[src/rtl/adder32_rr_arbiter_pkg.sv]
// Shared constants and helpers for the round-robin arbiter that fronts one 32-bit adder.
package adder32_rr_arbiter_pkg;

    localparam int ADD_WIDTH = 32;
    localparam int MAX_REQ   = 8;
    localparam int PTR_W     = 3;

    function automatic int id_width(input int n);
        return (n < 2) ? 1 : $clog2(n);
    endfunction

    // Returns the one-hot winner: the first set bit of valid at or after ptr, wrapping at nreq.
    function automatic logic [MAX_REQ-1:0] rr_pick(input logic [MAX_REQ-1:0] valid,
                                                   input logic [PTR_W-1:0]   ptr,
                                                   input int                 nreq);
        logic [MAX_REQ-1:0] onehot;
        logic [PTR_W-1:0]   sel;
        onehot = '0;
        for (int k = 0; k < MAX_REQ; k++) begin
            sel = PTR_W'((int'(ptr) + k) % nreq);
            if (k < nreq && onehot == '0 && valid[sel]) begin
                onehot[sel] = 1'b1;
            end
        end
        return onehot;
    endfunction

endpackage

[src/rtl/adder32_rr_arbiter_rr_arbiter_core.sv]
// Round-robin pointer plus rotate/priority pick; the pointer moves past the winner only on a transfer.
module rr_arbiter_core
    import adder32_rr_arbiter_pkg::*;
#(
    parameter  int NREQ = 4,
    localparam int IDW  = id_width(NREQ)
) (
    input  logic            clk,
    input  logic            rst,
    input  logic [NREQ-1:0] req_valid,
    input  logic            enable,
    output logic [NREQ-1:0] gnt,
    output logic [IDW-1:0]  gnt_idx,
    output logic            gnt_any
);

    logic [IDW-1:0]     ptr_q, ptr_d;
    logic [MAX_REQ-1:0] pick;

    // NOTE: every output of this block gets a default before any branch, so no latch can be inferred.
    always_comb begin
        pick    = rr_pick(MAX_REQ'(req_valid), PTR_W'(ptr_q), NREQ);
        gnt     = enable ? pick[NREQ-1:0] : '0;
        gnt_any = |gnt;
        gnt_idx = '0;
        for (int i = 0; i < NREQ; i++) begin
            if (pick[i]) begin
                gnt_idx = IDW'(i);
            end
        end
        ptr_d = ptr_q;
        if (gnt_any) begin
            ptr_d = (int'(gnt_idx) == NREQ - 1) ? '0 : IDW'(int'(gnt_idx) + 1);
        end
    end

    // NOTE: state registers use non-blocking assignments so every flop samples pre-edge values.
    always_ff @(posedge clk) begin
        if (rst) begin
            ptr_q <= '0;
        end else begin
            ptr_q <= ptr_d;
        end
    end

endmodule

[src/rtl/thirtytwo_bit_Recursive_Carry_Adder.sv]
// 32-bit Kogge-Stone adder: five prefix levels of generate/propagate, no carry-in.
module thirtytwo_bit_Recursive_Carry_Adder (
    output logic [31:0] sum,
    output logic        cout,
    input  logic [31:0] a,
    input  logic [31:0] b
);

    logic [31:0] g_lvl, p_lvl, g_nxt, p_nxt;

    always_comb begin
        g_lvl = a & b;
        p_lvl = a ^ b;
        g_nxt = '0;
        p_nxt = '0;
        for (int l = 0; l < 5; l++) begin
            g_nxt = g_lvl;
            p_nxt = p_lvl;
            for (int i = (1 << l); i < 32; i++) begin
                g_nxt[i] = g_lvl[i] | (p_lvl[i] & g_lvl[i - (1 << l)]);
                p_nxt[i] = p_lvl[i] & p_lvl[i - (1 << l)];
            end
            g_lvl = g_nxt;
            p_lvl = p_nxt;
        end
        // g_lvl[i] is now the carry out of bit i.
        sum  = (a ^ b) ^ {g_lvl[30:0], 1'b0};
        cout = g_lvl[31];
    end

endmodule

[src/rtl/adder32_rr_arbiter.sv]
// Shares one 32-bit adder among NREQ requesters; results return through a one-deep tagged response slot.
module adder32_rr_arbiter
    import adder32_rr_arbiter_pkg::*;
#(
    parameter  int NREQ  = 4,
    parameter  int WIDTH = ADD_WIDTH,
    localparam int IDW   = id_width(NREQ)
) (
    input  logic                  clk,
    input  logic                  rst,
    input  logic [NREQ-1:0]       req_valid,
    output logic [NREQ-1:0]       req_ready,
    input  logic [NREQ*WIDTH-1:0] req_a,
    input  logic [NREQ*WIDTH-1:0] req_b,
    output logic                  rsp_valid,
    input  logic                  rsp_ready,
    output logic [IDW-1:0]        rsp_id,
    output logic [WIDTH-1:0]      rsp_sum,
    output logic                  rsp_cout
);

    if (WIDTH != ADD_WIDTH) begin : g_bad_width
        $error("adder32_rr_arbiter: WIDTH must be 32");
    end
    if (NREQ < 2 || NREQ > MAX_REQ) begin : g_bad_nreq
        $error("adder32_rr_arbiter: NREQ must be in 2..8");
    end

    logic             can_issue;
    logic             gnt_any;
    logic [IDW-1:0]   gnt_idx;
    logic [WIDTH-1:0] op_a, op_b, add_sum;
    logic             add_cout;

    logic             rsp_valid_q, rsp_valid_d;
    logic [IDW-1:0]   rsp_id_q, rsp_id_d;
    logic [WIDTH-1:0] rsp_sum_q, rsp_sum_d;
    logic             rsp_cout_q, rsp_cout_d;

    // The slot can take a new result when empty or when it is being drained this same cycle.
    assign can_issue = ~rsp_valid_q | rsp_ready;

    rr_arbiter_core #(.NREQ(NREQ)) u_arb (
        .clk       (clk),
        .rst       (rst),
        .req_valid (req_valid),
        .enable    (can_issue),
        .gnt       (req_ready),
        .gnt_idx   (gnt_idx),
        .gnt_any   (gnt_any)
    );

    assign op_a = req_a[int'(gnt_idx) * WIDTH +: WIDTH];
    assign op_b = req_b[int'(gnt_idx) * WIDTH +: WIDTH];

    thirtytwo_bit_Recursive_Carry_Adder u_add (
        .sum  (add_sum),
        .cout (add_cout),
        .a    (op_a),
        .b    (op_b)
    );

    always_comb begin
        rsp_valid_d = rsp_valid_q;
        rsp_id_d    = rsp_id_q;
        rsp_sum_d   = rsp_sum_q;
        rsp_cout_d  = rsp_cout_q;
        if (gnt_any) begin
            rsp_valid_d = 1'b1;
            rsp_id_d    = gnt_idx;
            rsp_sum_d   = add_sum;
            rsp_cout_d  = add_cout;
        end else if (rsp_ready) begin
            rsp_valid_d = 1'b0;
        end
    end

    // NOTE: the data registers are reset too, so the idle response reads as zero rather than X.
    always_ff @(posedge clk) begin
        if (rst) begin
            rsp_valid_q <= 1'b0;
            rsp_id_q    <= '0;
            rsp_sum_q   <= '0;
            rsp_cout_q  <= 1'b0;
        end else begin
            rsp_valid_q <= rsp_valid_d;
            rsp_id_q    <= rsp_id_d;
            rsp_sum_q   <= rsp_sum_d;
            rsp_cout_q  <= rsp_cout_d;
        end
    end

    assign rsp_valid = rsp_valid_q;
    assign rsp_id    = rsp_id_q;
    assign rsp_sum   = rsp_sum_q;
    assign rsp_cout  = rsp_cout_q;

endmodule

[config.mk]
export PLATFORM = sky130hd
export DESIGN_NAME = adder32_rr_arbiter
export DESIGN_NICKNAME = d
export VERILOG_FILES = /design/src/rtl/adder32_rr_arbiter_pkg.sv /design/src/rtl/adder32_rr_arbiter_rr_arbiter_core.sv /design/src/rtl/thirtytwo_bit_Recursive_Carry_Adder.sv /design/src/rtl/adder32_rr_arbiter.sv
export SDC_FILE = /design/constraint.sdc
export NUM_CORES = 1
export LEC_CHECK = 0
export ABC_AREA = 1
export BUFFER_PORTS_ARGS = -buffer_cell sky130_fd_sc_hd__buf_2
export CAP_MARGIN = 20
export CORE_UTILIZATION = 40
export CTS_BUF_LIST = sky130_fd_sc_hd__clkbuf_16
export CTS_CLUSTER_DIAMETER = 80
export DETAILED_ROUTE_END_ITERATION = 8
export MAX_ROUTING_LAYER = met4
export PLACE_DENSITY = 0.75
export RECOVER_POWER = 25
export SLEW_MARGIN = 15
export SYNTH_ARGS = -nofsm -noshare
export SYNTH_HDL_FRONTEND = slang
export SYNTH_SLANG_ARGS = --single-unit
[constraint.sdc]
create_clock -name clk -period 5.2 [get_ports clk]
set_clock_uncertainty 0.1 [all_clocks]
set_input_delay 0.52 -clock clk [delete_from_list [all_inputs] [get_ports clk]]
set_output_delay 0.52 -clock clk [all_outputs]
set_load 0.005 [all_outputs]
==> metrics <==
status finished, final reports clean; worst skew pair latency 280 ps; Synth Flop Type dfxtp_1; Hold Violations, Final 0; initial core utilization 41.4%; first-pass GRT wire length 35.0 mm; CP Launch Type flip-flop; P&R area growth vs syn 34.8%; area of the core approximately 14000 sq um; Tot GR Track Use between 30% and 40%; period utilization between 90% and 100%; FF-to-FF setup slack 340 ps; Pre-Repair DR Iteration Count 5; fin crit period 4860 ps; initial antenna violation count 3; Worst Setup Slack, final 342 ps; fin. max-slew vios 0; worst endpoint required time about 5300 ps; worst slew pin tran 947 ps; share of cells above drive strength 1 28.5%; Setup TNS 0 ps; Syn Nets around 1400; Area contributors post-synth nand2_1 (23%), dfxtp_1 (13%), a21oi_1 (9.4%); Layout Cells excl Fill 1535; cell taking the most area after synthesis nand2_1; Worst Path Max Fanout 24; Vias/cell 5.12; Clock Sink Count 38; hold_sp rst; # port buffers between 300 and 400; CP arrival 4940 ps; DRC 0; Critical Path Sink Type flip-flop; Mean Syn Cell Area 5.49 sq um; placed insts 1518; Mapped Cells 1059; Cell variety after synth 34; initial DRC count between 500 and 600; Antenna Nets Post-Route 0; DRT Wirelength approximately 23 mm; total gr overflow 0; Root Buffer clkbuf_16; critical path startpoint u_arb.ptr_q[1]; CP max stage delay slightly below 400 ps; Setup Viol. Count Final 0; chip width 123 um; DPL Wire Length ~18 mm; ys async rst share 0%; Max Freq 206 MHz; dpl ws -21.0 ps; number of synthesized flops with an enable pin 0; per-cell routed wire length between 15 and 20 um; R2R Path Start u_arb.ptr_q[1]; RD Place Congestion 0.989; top cell type's share of synthesized area 22.7%; most common cell after layout, fill and taps aside nand2_1; Seq cells post-synth 38; DIE AREA ~15000 sq um; H-tree depth 2; Via Count 7866; CTS tree built; TritonCTS Buffers 5; Final nets 1653; largest net degree at the start of global routing between 50 and 60; I/O pin count 303; most frequent cells in the layout nand2_1 (344), buf_2 (289), nor2_1 (111); sequential area share after synthesis 13.1%; max cap viols 0; Synth Cell Area about 5800 sq um; CTS clock-pin slew for the worst setup and hold paths 60 ps; Crit Path Category flip-flop to flip-flop; Clock Path Buffers 2; Min-Delay Path Class primary input to flip-flop; Max transition margin between 30% and 40%; die span in y 123 um; synth warn 0; num rows 43; vias in the first global route 7096; Crit-path slowest cell ha_1
==> cell usage after synthesis (2+ instances only) <==
master      n
nand2_1   352
inv_1     112
nor2_1    112
a21oi_1   109
o21ai_0    82
dfxtp_1    38
ha_1       38
o21ai_1    27
xor2_1     24
nand3_1    22
clkbuf_1   17
o211ai_1   16
o21bai_1   16
buf_4      12
buf_2      11
buf_6      10
nand4_1     8
nor3_1      8
inv_2       6
nand2_2     6
nor2_2      5
nand2_4     4
nand3_2     4
xnor2_1     4
a31oi_1     3
o21a_1      2
o221a_2     2
o311ai_0    2
or2_2       2
==> critical path, delay by kind of cell, from the launching register on <==
family | cells | cell delay, ps
xor gates and xnor gates | 1 | 180
AOI/OAI and AO/OA | 6 | 1150
adders and majority gates | 2 | 630
and+or+nand+nor | 16 | 1700
buffers and inverters | 5 | 620
DFF | 1 | 340
==> per-layer routing <==
| metal | up-vias | track usage (%) | share of wire (%) | routed length [um] |
|---|---|---|---|---|
| met5 | - | - | 0 | 0 |
| met4 | 0 | 10.2 | 2.4 | 546 |
| met3 | 39 | 3.44 | 7.1 | 1640 |
| met2 | 353 | 48.2 | 47 | 10800 |
| met1 | 3481 | 40.3 | 44 | 10100 |
| li1 | 3993 | - | - | - |
==> stage by stage <==
stage	cell area (sq um)	utilization, %	hold WS, ps
after detailed placement	7460	53.1	364
after global routing	7840	55.8	317
final	7840	55.8	321
after CTS	7660	54.5	317
after global placement	7460	53.1	352
after floorplan	5820	-	354
==> registers in the layout (all words and copies together), names as in the netlist <==
| register | cells |
|---|---|
| rsp_cout | 1 |
| rsp_id | 2 |
| rsp_sum | 32 |
| rsp_valid | 1 |
| u_arb.ptr_q | 2 |
==> timing repair <==
| item | in CTS | in global routing |
|---|---|---|
| resized for setup | 1 | 41 |
| pin swaps | 0 | 9 |
| setup endpoints to repair | 1 | 23 |
| cloned | 0 | 1 |
| hold buffers | 0 | 0 |
| buffers inserted | 0 | 5 |
==> worst paths after layout <==
check | to | depth (start not counted)
worst max register to register | rsp_sum[28] | 30
worst min register to register | rsp_id[0] | 2
worst max-delay path | rsp_sum[28] | 30
worst min-delay path | u_arb.ptr_q[1] | 2
==> cell families (layout without fill, tap and decap cells) <==
| group | Yosys count | count (layout) | synth area share, % |
|---|---|---|---|
| other | 0 | 3 | 0 |
| XOR/XNOR | 28 | 28 | 4.21 |
| buffers and inverters | 169 | 462 | 13.2 |
| AND/OR/NAND/NOR | 524 | 524 | 36.4 |
| flip-flops | 38 | 38 | 13.1 |
| AO/OA/AOI/OAI | 261 | 261 | 24.5 |
| adder cells (fa/ha/maj) | 39 | 39 | 8.52 |
==> layout make-up <==
cell class	count	area [sq um]
Inverter	119	458
Multi-Input combinational cell	852	4390
Fill cell	1509	6200
Clock buffer	5	125
Tap cell	180	225
Clock inverter	3	68.8
Sequential cell	38	764
Timing Repair Buffer	335	1800
Antenna cell	3	7.51
Power is not shown: default switching activity piles up to over one toggle a cycle in this logic, so the estimate is an artifact.
